===== config.mk =====
export PLATFORM = sky130hd
export DESIGN_NAME = uart_rx_flat
export DESIGN_NICKNAME = d
export VERILOG_FILES = /design/src/rtl/uart_rx_if.sv /design/src/rtl/uart_rx.sv /design/src/flat_wrapper.sv
export SDC_FILE = /design/constraint.sdc
export NUM_CORES = 1
export LEC_CHECK = 0
export CORE_ASPECT_RATIO = 1.25
export CORE_UTILIZATION = 43
export DETAILED_ROUTE_END_ITERATION = 16
export PLACE_DENSITY_LB_ADDON = 0.12
export SYNTH_ARGS = -nofsm -noshare
export SYNTH_HDL_FRONTEND = slang
export SYNTH_SLANG_ARGS = --single-unit

===== constraint.sdc =====
create_clock -name clock -period 2.9 [get_ports clock]
set_input_delay 0.58 -clock clock [delete_from_list [all_inputs] [get_ports clock]]
set_output_delay 0.58 -clock clock [all_outputs]
set_load 0.02 [all_outputs]

===== src/rtl/uart_rx_if.sv =====
// Receive-side handshake of uart_rx: byte stream out, ready back, error pulses.
interface uart_rx_if;
  logic       data_valid;
  logic [7:0] data;
  logic       data_ready;
  logic       frame_err;
  logic       overrun;

  modport master (output data_valid, data, frame_err, overrun, input data_ready);
  modport slave  (input data_valid, data, frame_err, overrun, output data_ready);
endinterface


===== src/rtl/uart_rx.sv =====
// 8N1 UART receiver with mid-bit sampling, glitch rejection and a small receive FIFO.
module uart_rx #(
  parameter int clks_per_bit = 216,
  parameter int fifo_depth   = 4
) (
  input  logic       clock,
  input  logic       reset,
  input  logic       rx,
  uart_rx_if.master  bus
);

  localparam int CNT_W  = $clog2(clks_per_bit + 1);
  localparam int PTR_W  = $clog2(fifo_depth);
  localparam int FILL_W = $clog2(fifo_depth + 1);

  localparam logic [CNT_W-1:0]  FULL_CNT = CNT_W'(clks_per_bit);
  localparam logic [CNT_W-1:0]  HALF_CNT = CNT_W'(clks_per_bit / 2);
  localparam logic [CNT_W-1:0]  CNT_ONE  = CNT_W'(1);
  localparam logic [PTR_W-1:0]  PTR_ONE  = PTR_W'(1);
  localparam logic [FILL_W-1:0] FILL_ONE = FILL_W'(1);
  localparam logic [FILL_W-1:0] FILL_MAX = FILL_W'(fifo_depth);

  typedef enum logic [1:0] {IDLE, START, DATA, STOP} state_t;

  logic              rx_meta, rxs;
  state_t            state, state_nx;
  logic [CNT_W-1:0]  cnt, cnt_nx;
  logic [2:0]        bit_idx, bit_nx;
  logic [7:0]        shreg, sh_nx;

  logic [7:0]        mem [fifo_depth];
  logic [PTR_W-1:0]  wr_ptr, rd_ptr;
  logic [FILL_W-1:0] count;
  logic              full, pop, push, ferr_nx, ovr_nx;
  logic              ferr_q, ovr_q;

  // Stage: two-flop synchronizer, idles high so reset never looks like a start edge
  always_ff @(posedge clock or negedge reset) begin
    if (!reset) begin
      rx_meta <= 1'b1;
      rxs     <= 1'b1;
    end else begin
      rx_meta <= rx;
      rxs     <= rx_meta;
    end
  end

  // Stage: frame FSM state register
  always_ff @(posedge clock or negedge reset) begin
    if (!reset) begin
      state   <= IDLE;
      cnt     <= '0;
      bit_idx <= '0;
      shreg   <= '0;
    end else begin
      state   <= state_nx;
      cnt     <= cnt_nx;
      bit_idx <= bit_nx;
      shreg   <= sh_nx;
    end
  end

  always_comb begin
    state_nx = state;
    cnt_nx   = cnt + CNT_ONE;
    bit_nx   = bit_idx;
    sh_nx    = shreg;
    case (state)
      IDLE: begin
        cnt_nx = '0;
        if (!rxs) state_nx = START;
      end
      START: begin
        if (cnt == HALF_CNT) begin
          cnt_nx   = '0;
          state_nx = rxs ? IDLE : DATA;
        end
      end
      DATA: begin
        if (cnt == FULL_CNT) begin
          cnt_nx = '0;
          sh_nx  = {rxs, shreg[7:1]};
          bit_nx = bit_idx + 3'd1;
          if (bit_idx == 3'd7) state_nx = STOP;
        end
      end
      STOP: begin
        if (cnt == FULL_CNT) begin
          cnt_nx   = '0;
          state_nx = IDLE;
        end
      end
      default: state_nx = IDLE;
    endcase
  end

  // A full FIFO still accepts the byte when the head leaves in the same cycle
  always_comb begin
    push    = 1'b0;
    ferr_nx = 1'b0;
    ovr_nx  = 1'b0;
    if (state == STOP && cnt == FULL_CNT) begin
      if (!rxs)               ferr_nx = 1'b1;
      else if (!full || pop)  push    = 1'b1;
      else                    ovr_nx  = 1'b1;
    end
  end

  assign full = (count == FILL_MAX);
  assign pop  = bus.data_valid && bus.data_ready;

  // Stage: receive FIFO storage and pointers
  always_ff @(posedge clock or negedge reset) begin
    if (!reset) begin
      wr_ptr <= '0;
      rd_ptr <= '0;
      count  <= '0;
      for (int i = 0; i < fifo_depth; i++) mem[i] <= '0;
    end else begin
      if (push) begin
        mem[wr_ptr] <= shreg;
        wr_ptr      <= wr_ptr + PTR_ONE;
      end
      if (pop) rd_ptr <= rd_ptr + PTR_ONE;
      case ({push, pop})
        2'b10:   count <= count + FILL_ONE;
        2'b01:   count <= count - FILL_ONE;
        default: count <= count;
      endcase
    end
  end

  // Stage: registered error pulses
  always_ff @(posedge clock or negedge reset) begin
    if (!reset) begin
      ferr_q <= 1'b0;
      ovr_q  <= 1'b0;
    end else begin
      ferr_q <= ferr_nx;
      ovr_q  <= ovr_nx;
    end
  end

  assign bus.data_valid = (count != '0);
  assign bus.data       = mem[rd_ptr];
  assign bus.frame_err  = ferr_q;
  assign bus.overrun    = ovr_q;

endmodule


===== src/flat_wrapper.sv =====
// flat-port wrapper written by rule: the top's interface ports become plain ports
module uart_rx_flat 
#(
  parameter int clks_per_bit = 216,
  parameter int fifo_depth   = 4
)
  (clock, reset, rx, bus_data_valid, bus_data, bus_frame_err, bus_overrun, bus_data_ready);
  uart_rx_if bus_i ();
  input  logic clock;
  input  logic reset;
  input  logic rx;
  output wire logic [$bits(bus_i.data_valid)-1:0] bus_data_valid;
  output wire logic [$bits(bus_i.data)-1:0] bus_data;
  output wire logic [$bits(bus_i.frame_err)-1:0] bus_frame_err;
  output wire logic [$bits(bus_i.overrun)-1:0] bus_overrun;
  input wire logic [$bits(bus_i.data_ready)-1:0] bus_data_ready;
  assign bus_data_valid = bus_i.data_valid;
  assign bus_data = bus_i.data;
  assign bus_frame_err = bus_i.frame_err;
  assign bus_overrun = bus_i.overrun;
  assign bus_i.data_ready = bus_data_ready;
  uart_rx #(.clks_per_bit(clks_per_bit), .fifo_depth(fifo_depth)) u_core (.clock(clock), .reset(reset), .rx(rx), .bus(bus_i));
endmodule

==> flow_metrics.py <==
metrics = {
    "run_status": {
        "status": "finished, final reports clean",
    },
    "run": {
        "cap_violations": 0,
    },
    "drt": {
        "drc": 0,
        "wl_per_cell_um": 17.3,
        "postRouteAntennaNets": 0,
        "num_vias": 1822,
        "vias_per_cell": 5.49,
        "drtIter0Drc": 63,
        "drt-total-wl_um": 5750,
        "drt_pass1_iterations": 4,
    },
    "worst_setup_path": {
        "cp_max_fo": 7,
        "crit_path_start_kind": "flip-flop",
        "crit_chain": "buf_12 -> mux4_2 -> clkdlybuf4s50_1",
        "crit_type": "reg2out",
        "crit_slowest_cell": "clkdlybuf4s50_1",
        "cp-end-kind": "output port",
        "crit_family": "buffers and inverters",
        "cp.required_ns": 2.32,
        "crit_arrival_ns": 2.06,
        "cpPeakStageDelay_ns": 0.55,
        "path_buf_inv": 2,
    },
    "synthesis": {
        "ys_warn_count": 0,
        "syn_area_um2": 3030,
        "syn_avg_cell_area_um2": 14.5,
        "seq_area_frac_synth": 0.530,
        "synth_cells": 209,
        "ys_seq_elements": 64,
        "syn-num-nets": 223,
        "synth_cell_type_count": 43,
    },
    "floorplan": {
        "die_h_um": 95.8,
        "core_um2": 6690,
        "dieWidth_um": 77.0,
        "core.rowCount": 33,
        "fp.dieArea_um2": 7380,
        "initial_core_util": 0.452,
        "io_pins": 15,
    },
    "sta": {
        "worst_pin_slew_ns": 0.706,
        "finalSetupViolCount": 0,
        "fmax_mhz": 378,
        "tns_ns": 0,
        "period_share": 0.912,
        "skew_ns": 0.00985,
        "setup_slack_ns": 0.256,
        "rsz0062_at_grt": "false",
        "slew_headroom": 0.529,
        "drv_slew": 0,
        "period_needed_ns": 2.64,
        "final-hold-violation-count": 0,
    },
    "clocking": {
        "cts_hold_buf": 0,
        "tritoncts": "yes",
        "cts.repair.resized": 0,
        "clock_tree.root_cell": "clkbuf_8",
        "ctsLongestPathBuffers": 2,
        "cts_sinks": 64,
        "numCtsBuffers": 9,
        "htree_levels": 3,
        "path_clk_slew_ns": 0.08,
        "post_cts_buffers": 0,
        "clock_latency_ns": 0.34,
    },
    "global_routing": {
        "grtUsageTotal": 0.178,
        "grt_start_max_net_pins": 32,
        "antenna_found_initial": 0,
        "grt_remaining_overflow": 0,
        "grt_pass1_wl_um": 9710,
        "grt_pass1_vias": 1960,
    },
    "final_layout": {
        "n_antenna_cell": 0,
        "layout.cells.non_filler": 332,
        "stdcell_area_um2": 3570,
        "fillers": 583,
        "areaGrowthSynthToFinish_pct": 18.0,
        "drive_gt1_frac": 0.376,
        "nets": 254,
    },
    "hold_path": {
        "hold_class": "in2async",
    },
    "power": {
        "power_leakage_nw": 1.67,
        "powerDensity_nw_per_um2": 605,
        "power.total_mw": 2.16,
        "vdd_drop_max_v": 0.000328,
    },
    "placement": {
        "dpl_cell_area_um2": 3340,
        "place_ws_ns": 0.310,
        "io_buffers": 14,
        "place.gp.congestion": 0.770,
        "dp_hpwl_um": 4210,
        "dpl.cell_count": 316,
    },
}
## cell usage after synthesis (all sizes together)
cell     n  area [µm²]
o31a     1        8.76
a311oi   1        8.76
inv      9        33.8
nor4     5        91.3
nor3b    2        15.0
and2     1        6.26
ha       9         113
and4     1        8.76
dfrtp   62        1550
a41oi    1        8.76
a22oi    3        22.5
a211o    2        17.5
dfstp    2        52.6
xnor2    4        35.0
mux2    43         484
or2      1        6.26
nand3b   2        15.0
buf      6        37.5
nand4b   1        23.8
xor2     6        52.6
o21ai    4        20.0
nand3    5        25.0
a31oi    1        6.26
fa       1        20.0
nor2b    1        6.26
nand4    5        31.3
and3     1        6.26
nor2     2        7.51
mux2i    1        10.0
nand2    3        11.3
mux4     8         180
a21boi   1        7.51
a21oi    4        20.0
nor4b    2        38.8
nor3     1        5.00
clkbuf   2        7.51
or3      5        31.3
## state kept, by name, summed over array words and instances (netlist names), 2 cells and up, named ones only
signal / cells
u_core.cnt: 8
u_core.count: 3
u_core.shreg: 8
u_core.rd_ptr: 2
u_core.bit_idx: 3
u_core.mem: 32
u_core.wr_ptr: 2
## worst paths after layout
check / slack (ns) / cells after the start / start / endpoint
worst max-delay path: 0.26 / 3 / u_core.rd_ptr[0] / bus_data[7]
worst min-delay path: 0.28 / 1 / reset / u_core.mem[19]
worst max register to register: 0.45 / 11 / u_core.cnt[0] / u_core.count[2]
worst min register to register: 0.36 / 0 / u_core.rx_meta / u_core.rxs
max in group asynchronous: 1.90 / 2 / reset / u_core.mem[2]
min in group clock: 0.36 / 0 / u_core.rx_meta / u_core.rxs
## layout make-up
class / instances / area (µm²) / area share
clock inverters: 6 / 91.3 / 0.0256
repair buffers: 28 / 253 / 0.0708
clock buffers: 10 / 138 / 0.0385
inverters: 9 / 33.8 / 0.00946
well taps: 87 / 109 / 0.0305
multi-input cells: 128 / 1340 / 0.376
flip-flops and latches: 64 / 1600 / 0.449
## worst register-to-register path: cells and delay by family, from the launching register on
| kind | cells | cell delay [ns] |
|---|---|---|
| xor gates and xnor gates | 2 | 0.28 |
| DFF | 1 | 0.43 |
| buffers and inverters | 2 | 0.16 |
| and+or+nand+nor | 4 | 0.88 |
| adders and majority gates | 3 | 0.59 |
## power breakdown
group          internal, mW  switching (mW)
Combinational         0.153           0.130
Clock                 0.512           0.351
Sequential            0.933          0.0834
## metal layers
layer / wire length, µm / global-route usage / share of wire / vias up
met3: 105 / 0.0332 / 0.018 / 14
met5: 0 / 0 / 0 / -
met1: 2330 / 0.194 / 0.41 / 958
met2: 3170 / 0.324 / 0.55 / 20
met4: 140 / 0.108 / 0.024 / 0
li1: - / - / - / 830
## cell usage in the layout, fill, tap and decap left out, types with 3 or more instances in the layout
master,count
nand3_1,5
a22oi_1,3
nand4_1,5
a21oi_1,4
ha_1,9
or3_1,5
clkbuf_8,10
nand2_1,3
xnor2_1,4
buf_4,13
mux2_2,43
o21ai_0,3
inv_1,9
dfrtp_1,62
nor4_4,4
clkdlybuf4s50_1,13
xor2_1,6
mux4_2,8
## kinds of logic (layout without fill, tap and decap cells)
kind of cell	Yosys count	count (layout)	synth area share
flops	64	64	0.530
mux	52	52	0.223
simple gates	38	38	0.109
compound gates	18	18	0.0397
buf+inv	17	53	0.0260
fa+ha+maj	10	10	0.0438
xor+xnor	10	10	0.0289
## stage by stage
stage                      util  hold WS (ns)
after floorplan               -         0.284
after global placement    0.500         0.346
after detailed placement  0.500         0.348
after CTS                 0.534         0.294
after global routing      0.534         0.322
final                     0.534         0.281
Power figures use the tool's default switching activity.
